`config.mk`:
```
export PLATFORM = sky130hd
export DESIGN_NAME = fetch_queue
export DESIGN_NICKNAME = d
export VERILOG_FILES = /design/src/rtl/fetch_queue.sv
export SDC_FILE = /design/constraint.sdc
export NUM_CORES = 1
export LEC_CHECK = 0
export BUFFER_PORTS_ARGS = -buffer_cell sky130_fd_sc_hd__buf_4
export CAP_MARGIN = 20
export CORE_ASPECT_RATIO = 0.5
export CORE_MARGIN = 10
export CORE_UTILIZATION = 35
export CTS_CLUSTER_SIZE = 16
export DETAILED_ROUTE_END_ITERATION = 7
export PLACE_DENSITY = 0.49
export RECOVER_POWER = 100
export SLEW_MARGIN = 5
export SYNTH_ARGS = -nofsm -noshare
export SYNTH_HDL_FRONTEND = slang
export SYNTH_SLANG_ARGS = --single-unit
```
`constraint.sdc`:
```
create_clock -name clk -period 6.75 [get_ports clk]
set_input_delay 0.3375 -clock clk [delete_from_list [all_inputs] [get_ports clk]]
set_output_delay 0.3375 -clock clk [all_outputs]
set_load 0.02 [all_outputs]
```
`src/rtl/fetch_queue.sv`:
```
// Instruction prefetch queue: issues sequential fetches, buffers {pc, insn} in order, hands them to decode.
// Optional macro FETCHQ_BYPASS_EN lets a response reach decode in the same cycle when the queue is empty.
module fetch_queue #(
    parameter int                AWIDTH   = 32,
    parameter int                DWIDTH   = 32,
    parameter int                DEPTH    = 4,
    parameter logic [AWIDTH-1:0] RESET_PC = 32'h0100_0000
) (
    input  logic                       clk,
    input  logic                       rst,
    output logic                       req_o,
    output logic [AWIDTH-1:0]          addr_o,
    input  logic                       rvalid_i,
    input  logic [DWIDTH-1:0]          rdata_i,
    input  logic                       redirect_i,
    input  logic [AWIDTH-1:0]          redirect_pc_i,
    output logic                       valid_o,
    input  logic                       ready_i,
    output logic [AWIDTH-1:0]          pc_o,
    output logic [DWIDTH-1:0]          insn_o,
    output logic [$clog2(DEPTH):0]     count_o
);
    localparam int PW = $clog2(DEPTH);
    localparam int CW = PW + 1;
    localparam int SW = PW + 3;

    logic [AWIDTH-1:0] pc_q, pc_d;
    logic [AWIDTH-1:0] qpc_q [DEPTH];
    logic [AWIDTH-1:0] qpc_d [DEPTH];
    logic [DWIDTH-1:0] qinsn_q [DEPTH];
    logic [DWIDTH-1:0] qinsn_d [DEPTH];
    logic [AWIDTH-1:0] tag_q [DEPTH];
    logic [AWIDTH-1:0] tag_d [DEPTH];
    logic [PW-1:0]     head_q, head_d, tail_q, tail_d;
    logic [PW-1:0]     tag_wr_q, tag_wr_d, tag_rd_q, tag_rd_d;
    logic [CW-1:0]     count_q, count_d, inflight_q, inflight_d, drop_q, drop_d;

    logic [SW-1:0]     occupancy;
    logic [CW-1:0]     outstanding;
    logic              issue, resp_drop, resp_live, empty, bypass, pop, pop_queue, push;

    // Slots are reserved at issue time, so a live response always has room.
    always_comb begin
        occupancy   = SW'(count_q) + SW'(inflight_q) + SW'(drop_q);
        outstanding = drop_q + inflight_q;
        issue       = rst & ~redirect_i & (occupancy < SW'(DEPTH));
        resp_drop   = rvalid_i & (drop_q != '0);
        resp_live   = rvalid_i & (drop_q == '0) & (inflight_q != '0);
        empty       = (count_q == '0);
`ifdef FETCHQ_BYPASS_EN
        bypass      = empty & resp_live;
`else
        bypass      = 1'b0;
`endif
        valid_o     = ~redirect_i & (~empty | bypass);
        pc_o        = bypass ? tag_q[tag_rd_q] : qpc_q[head_q];
        insn_o      = bypass ? rdata_i : qinsn_q[head_q];
        pop         = valid_o & ready_i;
        pop_queue   = pop & ~empty;
        push        = resp_live & ~redirect_i & ~(bypass & ready_i);
        req_o       = issue;
        addr_o      = pc_q;
        count_o     = count_q;
    end

    always_comb begin
        pc_d       = pc_q;
        qpc_d      = qpc_q;
        qinsn_d    = qinsn_q;
        tag_d      = tag_q;
        head_d     = head_q;
        tail_d     = tail_q;
        tag_wr_d   = tag_wr_q;
        tag_rd_d   = tag_rd_q;
        count_d    = count_q;
        inflight_d = inflight_q;
        drop_d     = drop_q;
        if (redirect_i) begin
            // Everything still out at memory becomes garbage, including a response landing now.
            head_d     = '0;
            tail_d     = '0;
            tag_wr_d   = '0;
            tag_rd_d   = '0;
            count_d    = '0;
            inflight_d = '0;
            drop_d     = (rvalid_i && outstanding != '0) ? outstanding - CW'(1) : outstanding;
            pc_d       = redirect_pc_i;
        end else begin
            if (resp_drop) drop_d = drop_q - CW'(1);
            if (resp_live) tag_rd_d = tag_rd_q + PW'(1);
            if (push) begin
                qpc_d[tail_q]   = tag_q[tag_rd_q];
                qinsn_d[tail_q] = rdata_i;
                tail_d          = tail_q + PW'(1);
            end
            if (pop_queue) head_d = head_q + PW'(1);
            count_d = count_q + CW'(push) - CW'(pop_queue);
            if (issue) begin
                tag_d[tag_wr_q] = pc_q;
                tag_wr_d        = tag_wr_q + PW'(1);
                pc_d            = pc_q + AWIDTH'(4);
            end
            inflight_d = inflight_q + CW'(issue) - CW'(resp_live);
        end
    end

    always_ff @(posedge clk or negedge rst) begin
        if (!rst) begin
            pc_q       <= RESET_PC;
            head_q     <= '0;
            tail_q     <= '0;
            tag_wr_q   <= '0;
            tag_rd_q   <= '0;
            count_q    <= '0;
            inflight_q <= '0;
            drop_q     <= '0;
            for (int i = 0; i < DEPTH; i++) begin
                qpc_q[i]   <= '0;
                qinsn_q[i] <= '0;
                tag_q[i]   <= '0;
            end
        end else begin
            pc_q       <= pc_d;
            head_q     <= head_d;
            tail_q     <= tail_d;
            tag_wr_q   <= tag_wr_d;
            tag_rd_q   <= tag_rd_d;
            count_q    <= count_d;
            inflight_q <= inflight_d;
            drop_q     <= drop_d;
            qpc_q      <= qpc_d;
            qinsn_q    <= qinsn_d;
            tag_q      <= tag_d;
        end
    end
endmodule

```
==> impl_metrics.toml, run 1 <==
[sta]
setup_viol = 0
skew_ns = 0.0247
tns_ns = 0
hold_slack_ns = 0.0217
hold_violations = 0
period_needed_ns = 4.87
rsz0062_at_grt = "no"
max_freq_mhz = 205
worst_pin_slew_ns = 3.78
period_share = 0.722
slew_viol_final = 365
timing.slew.headroom = -1.52

[yosys]
synth-edff-count = 0
syn_area_per_cell_um2 = 15.6
ys_warn_count = 0
ys_seq_area_frac = 0.545
syn_area_mm2 = 0.0199
synthArstFlopShare = 1.00
syn_nets = 1370
synth_seq_cells = 433
synth_flop_cell = "dfrtp_1"
ys_types = 42
synthCells = 1275

[detailed_routing]
wl_met3_um = 1850
drc = 0
highest_layer = "met4"
wl_per_cell_um = 23.0
drt-total-wl_um = 51500
first_pass_iters = 4
routed_via_density = 5.09
drt_iter0_markers = 656
dr_total_vias = 11402
wl_met1_um = 23100
wl_met2_um = 25600
ant_nets = 0

[power]
peakVddDrop_mv = 0.171
leakage_nw = 10.4
power.density_mw_per_mm2 = 345
power.total_mw = 7.91

[clocking]
cts_sinks = 433
numCtsBuffers = 43
clk_pin_slew_worst_paths_ns = 0.06
max-clock-path-buffers = 3
insertion_delay_ns = 0.56
hold_buffers = 28
root_buffer = "clkbuf_16"
post_cts_buffers = 0
cts_max_level = 2
cts_tree = "done"
cts.repair.resized = 0

[worst_hold_path]
hold_path_class = "input pin to flop"
holdPathStages = 3
hp-start = "redirect_pc_i[14]"
holdPathEnd = "addr_o[14]"

[layout]
most-common-layout-cells = "dfrtp_1 (430), mux2_2 (373), clkbuf_1 (116)"
diodes = 0
fillCellCount = 5185
areaGrowthSynthToFinish_pct = 15.3
final_cells = 2241
fin_nets = 1548
final_util = 0.410
final_common_cell = "dfrtp_1"
layout-drive-gt1-share = 0.426

[global_routing]
grt.total_usage = 0.152
grt_start_max_net_pins = 146
grt_pass1_wl_um = 79900
first_global_vias = 12870
grt_overflow = 0
antenna_found_initial = 0

[placed_design]
dp.cells = 2136
dpl.hpwl_um = 32700
io_buffer_count = 169
gp_congestion = 0.731

[run_status]
outcome = "complete, but fails checks"
violations = "max-capacitance violations, max-slew violations"

[job]
maxCapViolations = 6

[worst_setup_path]
r2r_start = "inflight_q[1]"
rr_endpoint = "tag_q[123]"
cp_top_family = "simple AND/OR/NAND/NOR gates"
critPathKind = "flop to flop"
start_kind = "flop"
crit_path_max_fanout = 17
startpoint = "inflight_q[1]"
arrival_ns = 5.30
critPathBufInv = 2
cp.required_ns = 7.18
reg2reg_slack_ns = 1.88
cp_slowest_cell = "clkbuf_1"
critical-path-max-stage-delay_ns = 0.99
reg2regPathDepth = 10
crit_path_cell_trace = "inv_1, fa_1, nor2_1, fa_1, nand3b_1, nor2_1, or2_1, nor3b_4, clkbuf_1, mux2_2"
end_kind = "flop"

[floorplanning]
die_h_um = 189
io_pins = 170
rows = 61
dieArea_mm2 = 0.0673
initial_core_util = 0.356
fp.coreArea_mm2 = 0.0559
dieWidth_um = 357
## cell families (layout without fill, tap and decap cells)
kind of cell | count (synthesis) | after routing | synth area share
DFF | 433 | 433 | 0.545
xor gates and xnor gates | 43 | 43 | 0.0189
and+or+nand+nor | 130 | 130 | 0.0374
AOI/OAI and AO/OA | 42 | 42 | 0.0120
muxes | 489 | 489 | 0.331
buffers and inverters | 112 | 322 | 0.0365
adders and majority gates | 26 | 26 | 0.0186
## synth_stat cells (3+ instances only)
| library cell | n | area (µm²) |
|---|---|---|
| nor3b_4 | 5 | 93.8 |
| nor2b_1 | 5 | 31.3 |
| nor4_1 | 15 | 93.8 |
| nor3_1 | 14 | 70.1 |
| buf_4 | 4 | 30.0 |
| o21ai_1 | 8 | 40.0 |
| and2_1 | 6 | 37.5 |
| nand4_1 | 3 | 18.8 |
| nor2_1 | 18 | 67.6 |
| mux2_1 | 18 | 203 |
| xor2_1 | 7 | 61.3 |
| dfrtp_1 | 432 | 10800 |
| inv_1 | 27 | 101 |
| buf_6 | 37 | 417 |
| buf_1 | 13 | 48.8 |
| mux2_2 | 373 | 4200 |
| nand2_1 | 39 | 146 |
| fa_1 | 6 | 120 |
| buf_2 | 9 | 45.0 |
| a21oi_1 | 3 | 15.0 |
| o211ai_1 | 7 | 52.6 |
| ha_1 | 20 | 250 |
| nand3_1 | 8 | 40.0 |
| xnor2_1 | 36 | 315 |
| clkbuf_1 | 21 | 78.8 |
| o21ai_0 | 21 | 105 |
| and3_1 | 5 | 31.3 |
| mux4_2 | 96 | 2160 |
| and4_1 | 3 | 26.3 |
## final cells by class
| type | instances | area [µm²] | area share |
|---|---|---|---|
| well taps | 756 | 946 | 0.0413 |
| clock inverters | 14 | 164 | 0.00715 |
| multi-input cells | 730 | 8290 | 0.362 |
| inverters | 27 | 101 | 0.00442 |
| repair buffers | 218 | 1310 | 0.0572 |
| flip-flops and latches | 433 | 10800 | 0.473 |
| clock buffers | 63 | 1260 | 0.0551 |
## metal layers
layer,vias up,track usage
met5,-,0
met2,151,0.262
met3,67,0.0234
li1,5008,-
met4,0,0.0331
met1,6176,0.201
## flip-flops by register name, summed over array words and instances (netlist names), 3 cells and up
register    count
inflight_q      3
tag_q         128
addr_o         32
drop_q          3
count_o         3
qinsn_q       128
qpc_q         128
## per-stage QoR
| step | cell area (µm²) | setup WS (ns) |
|---|---|---|
| floorplan | 19900 | 2.96 |
| global placement | 21700 | 2.56 |
| detailed placement | 21700 | 2.45 |
| CTS | 23400 | 2.40 |
| global route | 22900 | 1.11 |
| finish | 22900 | 1.88 |
## worst reg2reg max path, delay by kind of cell (launching register included)
kind          cells  cell delay [ns]
flops             1             0.48
fa+ha+maj         2             0.96
simple gates      5             1.80
mux               1             0.43
buf+inv           2             1.09
## worst max-delay path by stage
stage               endpoint  slack (ns)  depth (start not counted)
6_report          tag_q[123]        1.88                         10
5_1_grt          qinsn_q[46]        1.11                          4
4_1_cts           tag_q[114]        2.40                         10
3_5_place_dp      tag_q[123]        2.45                         10
3_3_place_gp      tag_q[123]        2.56                         10
2_1_floorplan  inflight_q[2]        2.96                         15
## where the power goes
group | switching [mW] | internal, mW | leakage, nW
sequential | 0.339 | 3.05 | 5.86
combinational | 1.10 | 0.975 | 3.82
clock | 1.04 | 1.42 | 0.708
total | 2.48 | 5.44 | 10.4
Note: power is estimated with default switching activity, not from simulation.
==> run 2, diff against run 1 <==
--- a/config.mk
+++ b/config.mk
@@ -5,6 +5,7 @@
 export SDC_FILE = /design/constraint.sdc
 export NUM_CORES = 1
 export LEC_CHECK = 0
+export ABC_AREA = 1
 export BUFFER_PORTS_ARGS = -buffer_cell sky130_fd_sc_hd__buf_4
 export CAP_MARGIN = 20
 export CORE_ASPECT_RATIO = 0.5
@@ -12,7 +13,7 @@
 export CORE_UTILIZATION = 35
 export CTS_CLUSTER_SIZE = 16
 export DETAILED_ROUTE_END_ITERATION = 7
-export PLACE_DENSITY = 0.49
+export PLACE_DENSITY = 0.48
 export RECOVER_POWER = 100
 export SLEW_MARGIN = 5
 export SYNTH_ARGS = -nofsm -noshare
==> constraint.sdc (replaced) <==
create_clock -name clk -period 4.85 [get_ports clk]
set_input_delay 0.2425 -clock clk [delete_from_list [all_inputs] [get_ports clk]]
set_output_delay 0.2425 -clock clk [all_outputs]
set_load 0.02 [all_outputs]
==> impl_metrics.toml, run 2 <==
[run_status]
outcome = "complete, but fails checks"
violations = "max-capacitance violations, max-slew violations"

[detailed_routing]
drt_iter0_markers = 1290
wl_per_cell_um = 19.1
routed_via_density = 5.07
drc = 0
ant_nets = 0
drt-total-wl_um = 70900
first_pass_iters = 5
dr_total_vias = 18824

[clocking]
root_buffer = "clkbuf_16"
hold_buffers = 66
clk_pin_slew_worst_paths_ns = 0.06
post_cts_buffers = 0
cts_max_level = 2
cts_sinks = 433
cts.repair.resized = 0
cts_tree = "done"
max-clock-path-buffers = 3
insertion_delay_ns = 0.58
numCtsBuffers = 44

[layout]
top_regs = "qinsn_q: 128 flops, qpc_q: 128 flops, tag_q: 128 flops"
final_util = 0.405
areaGrowthSynthToFinish_pct = 14.5
fillCellCount = 6465
final_common_cell = "nand2_1"
diodes = 0
fin_nets = 2948
layout-drive-gt1-share = 0.0720
regArea_mm2 = 0.0108
stdcell_area_mm2 = 0.0247
most-common-layout-cells = "nand2_1 (957), dfrtp_1 (429), o21ai_0 (410)"
multi_input_comb_area_mm2 = 0.00922

[sta]
period_share = 0.830
max_freq_mhz = 248
hold_slack_ns = 0.0769
slew_viol_final = 182
timing.slew.headroom = -0.158
setup_viol = 0
period_needed_ns = 4.02
skew_ns = 0.0202
worst_pin_slew_ns = 1.74
hold_violations = 0
rsz0062_at_grt = "no"
tns_ns = 0

[worst_setup_path]
cp.required_ns = 4.61
end_kind = "primary output"
start_kind = "flop"
arrival_ns = 3.78
crit_path_max_fanout = 69
critPathKind = "flop to primary output"

[yosys]
synthCells = 2761
synthArstFlopShare = 1.00
yosysTopAreaCell = "dfrtp_1"
yosysMostFrequentCell = "nand2_1"
ys_types = 36
synth_seq_cells = 433
syn_area_per_cell_um2 = 7.81
synth-edff-count = 0
ys_seq_area_frac = 0.502
synth_area_leaders = "dfrtp_1 (50%), nand2_1 (17%), o21ai_0 (8.8%)"
synth_common_cells = "nand2_1 (957), dfrtp_1 (432), o21ai_0 (381), nor2_1 (244), o21ai_1 (209)"
synth_flop_cell = "dfrtp_1"
syn_nets = 2856
syn_area_mm2 = 0.0216
synth_top_area_frac = 0.501
ys_warn_count = 0

[placed_design]
placedInstanceArea_mm2 = 0.0230
dpl.hpwl_um = 39100
io_buffer_count = 169
gp_congestion = 0.789

[floorplanning]
io_pins = 170
rows = 64
fp.coreArea_mm2 = 0.0610
initial_core_util = 0.354
die_h_um = 196
dieWidth_um = 371
dieArea_mm2 = 0.0726

[global_routing]
grt_overflow = 0
grt_pass1_wl_um = 112000
antenna_found_initial = 0
grt_start_max_net_pins = 164
first_global_vias = 19048
grt.total_usage = 0.192

[power]
power.internal_mw = 7.72
power.density_mw_per_mm2 = 540
swShare = 0.421
comb_power_share = 0.345
leakage_nw = 12.9
switchingPower_mw = 5.62
clkPwrFrac = 0.266
peakVddDrop_mv = 0.363
seqPwrFrac = 0.389

[job]
maxCapViolations = 3

[worst_hold_path]
hold_path_class = "input pin to flop"
run 2: cells by family after synthesis:
| group | count (synthesis) | synth area share |
|---|---|---|
| AOI/OAI and AO/OA | 700 | 0.169 |
| buffers and inverters | 292 | 0.0679 |
| adders and majority gates | 26 | 0.0172 |
| and+or+nand+nor | 1294 | 0.237 |
| DFF | 433 | 0.502 |
| xor gates and xnor gates | 16 | 0.00650 |
run 2: final timing paths:
path,startpoint,endpoint,slack [ns],cells after the start
worst max-delay path,head_q[0],pc_o[10],0.83,4
worst min-delay path,rvalid_i,drop_q[1],0.08,4
worst max register to register,drop_q[1],qinsn_q[76],0.99,11
worst min register to register,qinsn_q[80],qinsn_q[80],0.47,2
max in group asynchronous,rst,qinsn_q[9],1.76,4
min in group asynchronous,rst,addr_o[5],0.26,2
run 2: worst max-delay path, stage by stage, from the launching register on:
cell	delay, ns
dfrtp_4	0.89
clkbuf_2	1.29
o21ai_0	0.26
o22ai_1	0.38
clkbuf_1	0.29
run 2: power groups by stage:
stage | combinational [mW] | sequential (mW) | clock, mW
after global placement | 5.04 | 5.24 | 0
after global routing | 5.19 | 5.30 | 3.81
final | 4.60 | 5.19 | 3.56
after CTS | 5.12 | 5.18 | 3.66
after floorplan | 3.28 | 4.90 | 0
after detailed placement | 5.07 | 5.25 | 0
run 2: cell type report:
class	count	share of cell area
Sequential cell	433	0.439
Multi-Input combinational cell	2036	0.373
Timing Repair Buffer	269	0.0760
Clock buffer	63	0.0536
Tap cell	825	0.0418
Inverter	69	0.0108
Clock inverter	18	0.00608
run 2: per-layer routing:
metal / share of wire / vias up / global-route usage
met5: 0 / - / 0
met1: 0.49 / 9183 / 0.274
met4: 0.019 / 0 / 0.0427
met2: 0.45 / 363 / 0.304
li1: - / 9195 / -
met3: 0.043 / 83 / 0.0304
run 2: metrics by stage:
step	std cells	setup WS, ns	power (mW)
final	3713	0.825	13.3
after global routing	3713	0.587	14.3
after CTS	3712	1.25	14.0
after detailed placement	3565	1.65	10.3
after floorplan	2761	1.54	8.18
after global placement	3565	1.70	10.3
==> run 3, diff against run 2 <==
--- a/config.mk
+++ b/config.mk
@@ -13,7 +13,7 @@
 export CORE_UTILIZATION = 35
 export CTS_CLUSTER_SIZE = 16
 export DETAILED_ROUTE_END_ITERATION = 7
-export PLACE_DENSITY = 0.48
+export PLACE_DENSITY = 0.5
 export RECOVER_POWER = 100
 export SLEW_MARGIN = 5
 export SYNTH_ARGS = -nofsm -noshare
==> constraint.sdc (replaced) <==
create_clock -name clk -period 3.5 [get_ports clk]
set_input_delay 0.175 -clock clk [delete_from_list [all_inputs] [get_ports clk]]
set_output_delay 0.175 -clock clk [all_outputs]
set_load 0.02 [all_outputs]
==> impl_metrics.toml, run 3 (synthesized netlist as in run 2, its figures left out) <==
[detailed_routing]
ant_nets = 0
drt-total-wl_um = 71700
dr_total_vias = 19002
wl_per_cell_um = 19.2
first_pass_iters = 5
drt_iter0_markers = 1439
drc = 0
routed_via_density = 5.09

[placed_design]
gp_congestion = 0.787
dpl.hpwl_um = 41900
dpl_worst_slack_ns = 0.389
io_buffer_count = 169

[global_routing]
grt_start_max_net_pins = 161
grt_pass1_wl_um = 113000
grt.total_usage = 0.193
grt_overflow = 0
first_global_vias = 19062
antenna_found_initial = 0

[layout]
top_regs = "qinsn_q: 128 flops, qpc_q: 128 flops, tag_q: 128 flops"
layout-drive-gt1-share = 0.0767
most-common-layout-cells = "nand2_1 (956), o21ai_0 (476), dfrtp_1 (429)"
final_common_cell = "nand2_1"
diodes = 0
final_util = 0.409
areaGrowthSynthToFinish_pct = 15.7
fin_nets = 2968

[worst_setup_path]
end_kind = "primary output"
critical-path-max-stage-delay_ns = 0.47
path_common_cell = "fa_1"
reg2regPathDepth = 11
r2r_start = "inflight_q[1]"
critPathKind = "flop to primary output"
crit_path_cell_trace = "inv_1, fa_1, a21oi_1, fa_1, a211oi_2, nand2_4, inv_2, buf_8, buf_4"
start_kind = "flop"
reg2reg_slack_ns = 0.28
cp_slowest_cell = "fa_1"
crit_path_max_fanout = 32
arrival_ns = 3.11
rr_endpoint = "tag_q[39]"
cp.required_ns = 3.32

[clocking]
clk_pin_slew_worst_paths_ns = 0.06
numCtsBuffers = 44
cts_tree = "done"
insertion_delay_ns = 0.58
cts_sinks = 433
cts_max_level = 2
root_buffer = "clkbuf_16"
max-clock-path-buffers = 3

[sta]
period_needed_ns = 3.29
worst_slack_ns = 0.214
max_freq_mhz = 304
slew_viol_final = 283
hold_slack_ns = 0.0708
period_share = 0.939
hold_violations = 0
timing.slew.headroom = -0.547
tns_ns = 0
skew_ns = 0.0219
setup_viol = 0
worst_pin_slew_ns = 2.32
rsz0062_at_grt = "no"

[floorplanning]
fp.coreArea_mm2 = 0.0610
dieWidth_um = 371
initial_core_util = 0.354
rows = 64
dieArea_mm2 = 0.0726
io_pins = 170
die_h_um = 196

[worst_hold_path]
holdPathStages = 2
hp-start = "redirect_i"
hold_path_class = "input pin to flop"
holdPathEnd = "count_o[2]"

[run_status]
outcome = "complete, but fails checks"
violations = "max-capacitance violations, max-slew violations"

[power]
peakVddDrop_mv = 0.422
power.density_mw_per_mm2 = 756
leakage_nw = 13.0

[job]
maxCapViolations = 3
## run 3: per-layer routing
layer | vias up | GRT usage | routed length [µm]
li1 | 9226 | - | -
met1 | 9298 | 0.276 | 34700
met2 | 401 | 0.311 | 32800
met3 | 77 | 0.0272 | 3260
met4 | 0 | 0.0334 | 1010
met5 | - | 0 | 0
## run 3: critical path, delay by kind of cell (launching register included)
kind	cells	cell delay, ns
AOI/OAI and AO/OA	2	0.46
adders and majority gates	2	0.93
buffers and inverters	4	0.60
and+or+nand+nor	1	0.10
DFF	1	0.44
## run 3: worst max path at each step
stage / start / to / slack (ns)
finish: inflight_q[1] / req_o / 0.21
global route: inflight_q[1] / req_o / 0.01
CTS: inflight_q[1] / req_o / 0.04
detailed placement: count_o[2] / tag_wr_q[0] / 0.39
global placement: count_o[2] / addr_o[3] / 0.46
floorplan: count_o[1] / inflight_q[2] / 0.19
## run 3: through the flow
step | area (µm²) | total power [mW] | cells
floorplan | 21600 | 11.3 | 2761
global placement | 23300 | 14.4 | 3585
detailed placement | 23300 | 14.4 | 3585
CTS | 25500 | 19.7 | 3732
global route | 25000 | 20.2 | 3732
finish | 25000 | 18.9 | 3732
## run 3: power by group
group / switching [mW] / internal, mW
clock network: 2.13 / 3.05
logic: 4.62 / 1.92
registers: 1.05 / 6.09
## run 3: area by class of cell
class                   instances  area [µm²]
clock buffers                  67        1320
clock inverters                13         226
fillers                      6454       36100
inverters                      69         269
multi-input cells            2036        9190
flip-flops and latches        433       10800
well taps                     825        1030
repair buffers                289        2080
## run 3: repair_timing
item / CTS / global route
hold endpoints to repair: 219 / 0
hold buffers: 67 / 0
resized for setup: 0 / 2
setup endpoints to repair: 0 / 1
setup buffers: 0 / 0
